<file path="src/rtl/gemm_tile_sequencer.sv">
// Tile sequencer for a systolic GEMM array: fetches weights and inputs per tile over DMA,
// then steps the array through weight load, compute and drain. All outputs are registered.
module gemm_tile_sequencer #(
    parameter int unsigned ARRAY_DIM = 16,
    parameter int unsigned DATA_W    = 8,
    parameter int unsigned ADDR_W    = 32,
    parameter int unsigned MAX_ROWS  = 64
) (
    input  logic              clk,
    input  logic              rst,
    input  logic              start,
    input  logic              abort,
    input  logic [ADDR_W-1:0] cfg_wgt_base,
    input  logic [ADDR_W-1:0] cfg_inp_base,
    input  logic [15:0]       cfg_num_tiles,
    input  logic [7:0]        cfg_inp_rows,
    output logic              dma_req_valid,
    input  logic              dma_req_ready,
    output logic [ADDR_W-1:0] dma_req_addr,
    output logic [15:0]       dma_req_len,
    input  logic              dma_done,
    input  logic              s_valid,
    input  logic [31:0]       s_data,
    output logic              s_ready,
    output logic              wgt_we,
    output logic              inp_we,
    output logic [15:0]       buf_waddr,
    output logic [DATA_W-1:0] buf_wdata,
    output logic              arr_en,
    output logic              arr_load_weight,
    output logic              arr_ifmap_valid,
    output logic [7:0]        arr_row,
    output logic              busy,
    output logic              done,
    output logic              err,
    output logic              irq
);

    localparam logic [15:0]       WgtLen    = 16'(ARRAY_DIM * ARRAY_DIM);
    localparam logic [15:0]       DimW      = 16'(ARRAY_DIM);
    localparam logic [15:0]       LoadLast  = 16'(ARRAY_DIM - 1);
    localparam logic [15:0]       DrainLast = 16'(2 * ARRAY_DIM - 2);
    localparam logic [15:0]       MaxRows   = 16'(MAX_ROWS);
    localparam logic [ADDR_W-1:0] WgtStride = ADDR_W'(ARRAY_DIM * ARRAY_DIM * 4);

    typedef enum logic [3:0] {
        StIdle, StReqW, StFetchW, StReqI, StFetchI, StLoad, StCompute, StDrain, StNext, StFin
    } state_e;

    state_e            state_q, state_d;
    logic [15:0]       tile_q, tile_d, tiles_q, tiles_d, inp_len_q, inp_len_d;
    logic [15:0]       beat_q, beat_d, cyc_q, cyc_d;
    logic [7:0]        rows_q, rows_d;
    logic [ADDR_W-1:0] wgt_addr_q, wgt_addr_d, inp_addr_q, inp_addr_d;

    logic              dma_req_valid_q, dma_req_valid_d, s_ready_q, s_ready_d;
    logic [ADDR_W-1:0] dma_req_addr_q, dma_req_addr_d;
    logic [15:0]       dma_req_len_q, dma_req_len_d, buf_waddr_q, buf_waddr_d;
    logic              wgt_we_q, wgt_we_d, inp_we_q, inp_we_d;
    logic [DATA_W-1:0] buf_wdata_q, buf_wdata_d;
    logic              arr_en_q, arr_en_d, arr_lw_q, arr_lw_d, arr_iv_q, arr_iv_d;
    logic [7:0]        arr_row_q, arr_row_d;
    logic              busy_q, busy_d, done_q, done_d, err_q, err_d, irq_q, irq_d;

    logic              fetching, beat_wr;
    logic [15:0]       fetch_len, beat_n, tile_n;

    always_comb begin
        state_d     = state_q;
        tile_d      = tile_q;
        tiles_d     = tiles_q;
        rows_d      = rows_q;
        inp_len_d   = inp_len_q;
        beat_d      = beat_q;
        cyc_d       = cyc_q;
        wgt_addr_d  = wgt_addr_q;
        inp_addr_d  = inp_addr_q;
        done_d      = done_q;
        err_d       = err_q;
        wgt_we_d    = 1'b0;
        inp_we_d    = 1'b0;
        buf_waddr_d = '0;
        buf_wdata_d = '0;

        fetching  = (state_q == StFetchW) || (state_q == StFetchI);
        fetch_len = (state_q == StFetchW) ? WgtLen : inp_len_q;
        // Beats past the expected count are accepted but neither written nor counted.
        beat_wr   = fetching && s_valid && s_ready_q && (beat_q < fetch_len);
        beat_n    = beat_q + 16'(beat_wr);
        tile_n    = tile_q + 16'd1;

        unique case (state_q)
            StIdle: begin
                if (start) begin
                    done_d = 1'b0;
                    err_d  = 1'b0;
                    if (cfg_num_tiles == 16'd0) begin
                        state_d = StFin;
                    end else if (cfg_inp_rows == 8'd0 || {8'd0, cfg_inp_rows} > MaxRows) begin
                        err_d   = 1'b1;
                        state_d = StFin;
                    end else begin
                        tiles_d    = cfg_num_tiles;
                        rows_d     = cfg_inp_rows;
                        inp_len_d  = 16'(cfg_inp_rows) * DimW;
                        wgt_addr_d = cfg_wgt_base;
                        inp_addr_d = cfg_inp_base;
                        tile_d     = '0;
                        state_d    = StReqW;
                    end
                end
            end
            StReqW, StReqI: begin
                if (dma_req_valid_q && dma_req_ready) begin
                    beat_d  = '0;
                    state_d = (state_q == StReqW) ? StFetchW : StFetchI;
                end
            end
            StFetchW, StFetchI: begin
                beat_d = beat_n;
                if (beat_wr) begin
                    wgt_we_d    = (state_q == StFetchW);
                    inp_we_d    = (state_q == StFetchI);
                    buf_waddr_d = beat_q;
                    buf_wdata_d = s_data[DATA_W-1:0];
                end
                if (dma_done) begin
                    if (beat_n == fetch_len) begin
                        cyc_d   = '0;
                        state_d = (state_q == StFetchW) ? StReqI : StLoad;
                    end else begin
                        err_d   = 1'b1;
                        state_d = StFin;
                    end
                end
            end
            StLoad: begin
                cyc_d = cyc_q + 16'd1;
                if (cyc_q == LoadLast) begin
                    cyc_d   = '0;
                    state_d = StCompute;
                end
            end
            StCompute: begin
                cyc_d = cyc_q + 16'd1;
                if (cyc_q == {8'd0, rows_q} - 16'd1) begin
                    cyc_d   = '0;
                    state_d = StDrain;
                end
            end
            StDrain: begin
                cyc_d = cyc_q + 16'd1;
                if (cyc_q == DrainLast) begin
                    state_d = StNext;
                end
            end
            StNext: begin
                tile_d     = tile_n;
                wgt_addr_d = wgt_addr_q + WgtStride;
                inp_addr_d = inp_addr_q + ADDR_W'({inp_len_q, 2'b00});
                state_d    = (tile_n == tiles_q) ? StFin : StReqW;
            end
            StFin: state_d = StIdle;
            default: state_d = StIdle;
        endcase

        if (state_d == StFin) begin
            done_d = 1'b1;
        end

        if (abort && state_q != StIdle) begin
            state_d  = StIdle;
            done_d   = 1'b0;
            err_d    = err_q;
            wgt_we_d = 1'b0;
            inp_we_d = 1'b0;
            buf_waddr_d = '0;
            buf_wdata_d = '0;
        end

        // Registered outputs are derived from next state so they line up with state_q.
        dma_req_valid_d = (state_d == StReqW) || (state_d == StReqI);
        dma_req_addr_d  = (state_d == StReqW) ? wgt_addr_d :
                          (state_d == StReqI) ? inp_addr_d : '0;
        dma_req_len_d   = (state_d == StReqW) ? WgtLen :
                          (state_d == StReqI) ? inp_len_d : '0;
        s_ready_d       = (state_d == StFetchW) || (state_d == StFetchI);
        arr_lw_d        = (state_d == StLoad);
        arr_iv_d        = (state_d == StCompute);
        arr_en_d        = arr_lw_d || arr_iv_d || (state_d == StDrain);
        arr_row_d       = (arr_lw_d || arr_iv_d) ? cyc_d[7:0] : 8'd0;
        busy_d          = (state_d != StIdle) && (state_d != StFin);
        irq_d           = (state_d == StFin);
    end

    always_ff @(posedge clk or posedge rst) begin
        if (rst) begin
            state_q         <= StIdle;
            tile_q          <= '0;
            tiles_q         <= '0;
            rows_q          <= '0;
            inp_len_q       <= '0;
            beat_q          <= '0;
            cyc_q           <= '0;
            wgt_addr_q      <= '0;
            inp_addr_q      <= '0;
            dma_req_valid_q <= 1'b0;
            dma_req_addr_q  <= '0;
            dma_req_len_q   <= '0;
            s_ready_q       <= 1'b0;
            wgt_we_q        <= 1'b0;
            inp_we_q        <= 1'b0;
            buf_waddr_q     <= '0;
            buf_wdata_q     <= '0;
            arr_en_q        <= 1'b0;
            arr_lw_q        <= 1'b0;
            arr_iv_q        <= 1'b0;
            arr_row_q       <= '0;
            busy_q          <= 1'b0;
            done_q          <= 1'b0;
            err_q           <= 1'b0;
            irq_q           <= 1'b0;
        end else begin
            state_q         <= state_d;
            tile_q          <= tile_d;
            tiles_q         <= tiles_d;
            rows_q          <= rows_d;
            inp_len_q       <= inp_len_d;
            beat_q          <= beat_d;
            cyc_q           <= cyc_d;
            wgt_addr_q      <= wgt_addr_d;
            inp_addr_q      <= inp_addr_d;
            dma_req_valid_q <= dma_req_valid_d;
            dma_req_addr_q  <= dma_req_addr_d;
            dma_req_len_q   <= dma_req_len_d;
            s_ready_q       <= s_ready_d;
            wgt_we_q        <= wgt_we_d;
            inp_we_q        <= inp_we_d;
            buf_waddr_q     <= buf_waddr_d;
            buf_wdata_q     <= buf_wdata_d;
            arr_en_q        <= arr_en_d;
            arr_lw_q        <= arr_lw_d;
            arr_iv_q        <= arr_iv_d;
            arr_row_q       <= arr_row_d;
            busy_q          <= busy_d;
            done_q          <= done_d;
            err_q           <= err_d;
            irq_q           <= irq_d;
        end
    end

    assign dma_req_valid   = dma_req_valid_q;
    assign dma_req_addr    = dma_req_addr_q;
    assign dma_req_len     = dma_req_len_q;
    assign s_ready         = s_ready_q;
    assign wgt_we          = wgt_we_q;
    assign inp_we          = inp_we_q;
    assign buf_waddr       = buf_waddr_q;
    assign buf_wdata       = buf_wdata_q;
    assign arr_en          = arr_en_q;
    assign arr_load_weight = arr_lw_q;
    assign arr_ifmap_valid = arr_iv_q;
    assign arr_row         = arr_row_q;
    assign busy            = busy_q;
    assign done            = done_q;
    assign err             = err_q;
    assign irq             = irq_q;

endmodule

</file>
<file path="config.mk">
export PLATFORM = sky130hd
export DESIGN_NAME = gemm_tile_sequencer
export DESIGN_NICKNAME = d
export VERILOG_FILES = /design/src/rtl/gemm_tile_sequencer.sv
export SDC_FILE = /design/constraint.sdc
export NUM_CORES = 1
export LEC_CHECK = 0
export BUFFER_PORTS_ARGS = -buffer_cell sky130_fd_sc_hd__buf_2
export CORE_ASPECT_RATIO = 0.75
export CORE_MARGIN = 1.5
export CORE_UTILIZATION = 30
export CTS_CLUSTER_DIAMETER = 30
export CTS_CLUSTER_SIZE = 10
export DETAILED_ROUTE_END_ITERATION = 8
export GPL_TIMING_DRIVEN = 0
export SLEW_MARGIN = 20
export SYNTH_ARGS = -nofsm -noshare
export SYNTH_HDL_FRONTEND = slang
export SYNTH_SLANG_ARGS = --single-unit
</file>
<file path="constraint.sdc">
create_clock -name clk -period 13.6 [get_ports clk]
set_input_delay 1.36 -clock clk [delete_from_list [all_inputs] [get_ports clk]]
set_output_delay 1.36 -clock clk [all_outputs]
set_load 0.02 [all_outputs]
</file>
==> summary.md <==
| Metric | Value |
|---|---|
| Outcome | complete, but fails checks |
| Failing checks | DRC |
| Final setup fails | 0 |
| Async S/R FF share, synth | 100% |
| Post-Syn Instances | 1470 |
| Post-DP Area | 15300 um^2 |
| Root Driver | clkbuf_16 |
| Placed cell count | 2251 |
| Final Instance Count excl. Fillers | 2365 |
| Iter 0 DRT Violations | 1167 |
| Post-synth top area share | 45.8% |
| WL final | 47800 um |
| Critical Path AT | 7.81 ns |
| Crit end category | flip-flop |
| Drt pass-1 iters | 9 |
| Worst skew pair latency | 0.61 ns |
| Final Hold Fails | 0 |
| Via count | 12.6k |
| Clock H-tree levels | 2 |
| Hpwl dp | 35800 um |
| Commonest cells in the synthesized netlist | dfrtp_1 (247), nand2_1 (234), nor2_1 (135), o21ai_0 (102), clkbuf_1 (58) |
| Synth area leader | dfrtp_1 |
| RSZ-0062 raised after global routing | false |
| Num CTS Buffers | 61 |
| Clock Skew | 0.0250 ns |
| Period minus WS final | 7.35 ns |
| Placer Congestion | 0.896 |
| Drt wl/cell | 20.2 um |
| Peak VDD IR | 0.107 mV |
| Proportion of layout cells with a drive suffix above 1 | 20.5% |
| Pleak | 8.21 nW |
| Gr usage total | 20.6% |
| Max Clk Rate | 0.136 GHz |
| # Max-Cap Violations | 0 |
| Switching power | 1.51 mW |
| Die X | 248 um |
| Kind of critical path | reg2reg |
| GRT overflow | 0 |
| Die height | 187 um |
| Post-CTS Setup Repair Bufs | 0 |
| Worst setup margin | 6.25 ns |
| Tightest Pin Transition | 1.01 ns |
| Initial antenna violation count | 3 |
| CTS Sinks | 247 |
| Filler cells | 4392 |
| FP Rows | 67 |
| CTS resizes | 0 |
| Antenna viol nets, final | 0 |
| Startpoint types | flip-flop |
| Max-slew violation count | 0 |
| Setup TNS | 0 ns |
| Nets | 1894 |
| Number of port buffers | 193 |
| Syn nets | 1636 |
| First-pass GRT wire length | 72500 um |
| Fin crit share | 54.0% |
| HP Class | reg2reg |
| YS warnings | 0 |
| Mean post-synth cell area | 9.18 um^2 |
| Netlist cell types | 86 |
| Slew margin rel. | 32.0% |
| Cell with the most instances after synthesis | dfrtp_1 |
| Hold Path Stages | 2 |
| Flops & latches, synth | 247 |
| Die footprint | 46300 um^2 |
| Net Sw Frac | 38.6% |
| Vias in the first global route | 12.2k |
| EDFF count, synth | 0 |
| Cts hold-fix bufs | 0 |
| CTS tree | yes |
| Final Total Pwr | 3.91 mW |
| I/O pin count | 218 |
| Worst endpoint required time | 14.07 ns |
| DRC | 10 |
| Cell Pwr Density | 224 nW/um^2 |
| CP max FO | 10 |
| Sequential power share | 27.6% |
| Largest net degree at the start of global routing | 102 |
| Top FF cell, synth | dfrtp_1 |
| CORE AREA | 44500 um^2 |
| CTS clock-pin slew for the worst setup and hold paths | 0.05 ns |
| Post-synthesis sequential area ratio | 45.8% |
| Synthesized area | 13500 um^2 |
| CTS Buffer Depth | 3 |
| Synth top area cells | dfrtp_1 (46%), nand2_1 (6.5%), o21ai_0 (3.8%) |
| Part of the power in combinational logic | 33.1% |
| Cell area after layout | 17400 um^2 |
| Clk pwr share | 39.3% |
| R2R depth | 26 |
| Pre-CTS setup slack | 6.38 ns |
| Area Overhead vs Synth | 29.3% |
| Internal | 2.40 mW |
| Initial core utilization | 30.3% |
| Vias per cell | 5.31 |
[per-layer routing]
metal	global-route usage, %	part of all wire (%)
met5	0	0
met3	4.88	9.0
met1	30.3	46
met4	8.86	3.7
met2	28.3	41
[power by group through the flow]
stage | clock network (mW) | registers, mW | logic, mW
CTS | 1.55 | 1.07 | 1.28
global placement | 0 | 1.08 | 1.25
finish | 1.54 | 1.08 | 1.29
global route | 1.60 | 1.10 | 1.41
detailed placement | 0 | 1.08 | 1.27
floorplan | 0 | 1.09 | 0.816
[logic make-up after synthesis]
group / Yosys count / synth area share [%]
adder cells (fa/ha/maj): 40 / 3.75
multiplexers: 16 / 1.21
XOR/XNOR: 61 / 4.44
flip-flops: 247 / 45.8
buffers and inverters: 114 / 3.53
AO/OA/AOI/OAI: 346 / 17.8
AND/OR/NAND/NOR: 646 / 23.4
[layout make-up]
class	instances	area (um^2)	share of cell area [%]
timing repair buffer	195	1020	5.85
antenna	1	2.50	0.0143
clock inverter	45	577	3.31
clock buffer	68	1600	9.20
inverter	38	153	0.875
buffer	76	332	1.90
sequential	247	6180	35.4
multi-input combinational	1109	6840	39.2
tap	586	733	4.20
[critical path: stages, from the launching register on]
cell       delay, ns
dfrtp_1         0.37
buf_6           0.14
or4b_4          0.57
buf_6           0.17
buf_6           0.14
nand2_1         0.11
ha_1            0.24
o31a_1          0.10
o21a_1          0.16
o21ai_0         0.31
a21oi_1         0.12
o211ai_1        0.18
a31oi_1         0.16
o2111ai_1       0.21
nor2b_1         0.19
ha_1            0.26
ha_1            0.29
nand3_1         0.19
or4_1           0.54
o32ai_1         0.24
o31ai_1         0.17
nor3_1          0.21
nand4_1         0.18
o21ai_1         0.76
clkbuf_1        0.66
a31oi_1         0.15
a211oi_2        0.34
[flip-flops by register name, summed over array words and instances (netlist names), 4 cells and up]
name	flops
dma_req_len	16
cyc_q	16
arr_row	8
buf_wdata	8
beat_q	16
buf_waddr	16
inp_addr_q	32
tile_q	16
inp_len_q	16
rows_q	8
wgt_addr_q	32
state_q	4
tiles_q	16
dma_req_addr	32
[cell usage in the layout (no fill, tap or decap), types with 9 or more instances in the layout]
| cell | Yosys | routed |
|---|---|---|
| dfrtp_1 | 247 | 247 |
| nand2_1 | 234 | 234 |
| buf_2 | 7 | 200 |
| nor2_1 | 135 | 135 |
| o21ai_0 | 102 | 102 |
| clkbuf_16 | 0 | 62 |
| clkbuf_1 | 58 | 61 |
| a21oi_1 | 48 | 48 |
| nand3_1 | 45 | 45 |
| ha_1 | 38 | 38 |
| xnor2_1 | 35 | 35 |
| inv_1 | 35 | 34 |
| nor3_1 | 33 | 32 |
| and2_1 | 31 | 31 |
| and3_1 | 28 | 28 |
| nor2b_1 | 22 | 22 |
| xor2_1 | 21 | 21 |
| nand4_1 | 20 | 20 |
| o31ai_1 | 20 | 19 |
| a21o_1 | 17 | 17 |
| or3_1 | 16 | 16 |
| o211ai_1 | 15 | 15 |
| clkinvlp_4 | 0 | 15 |
| mux2i_1 | 14 | 14 |
| a22oi_1 | 14 | 14 |
| nor3b_1 | 13 | 13 |
| a31oi_1 | 13 | 13 |
| nor4_1 | 12 | 12 |
| nand2b_1 | 12 | 12 |
| a211oi_1 | 12 | 12 |
| a211oi_2 | 11 | 11 |
| and4_1 | 10 | 10 |
| nor3_2 | 9 | 10 |
| bufinv_16 | 0 | 10 |
| o21a_1 | 9 | 9 |
| a222oi_1 | 9 | 9 |
| inv_6 | 0 | 9 |
[path summary, 6_finish.rpt]
check	start	endpoint	slack [ns]
worst min-delay path	wgt_addr_q[9]$_DFF_PP0_	wgt_addr_q[9]$_DFF_PP0_	0.47
worst max register to register	state_q[3]$_DFF_PP0_	dma_req_addr[23]$_DFF_PP0_	6.25
max in group asynchronous	rst	wgt_addr_q[1]$_DFF_PP0_	11.53
min in group asynchronous	rst	buf_wdata[3]$_DFF_PP0_	0.77
worst max-delay path	state_q[3]$_DFF_PP0_	dma_req_addr[23]$_DFF_PP0_	6.25
worst min register to register	wgt_addr_q[9]$_DFF_PP0_	wgt_addr_q[9]$_DFF_PP0_	0.47
[stage by stage]
| step | util, % | hold WS (ns) |
|---|---|---|
| 2_1_floorplan | - | 0.440 |
| 3_3_place_gp | 34.1 | 0.456 |
| 3_5_place_dp | 34.3 | 0.460 |
| 4_1_cts | 39.2 | 0.474 |
| 5_1_grt | 39.2 | 0.482 |
| 6_report | 39.2 | 0.474 |
Note: power is estimated with default switching activity, not from simulation.
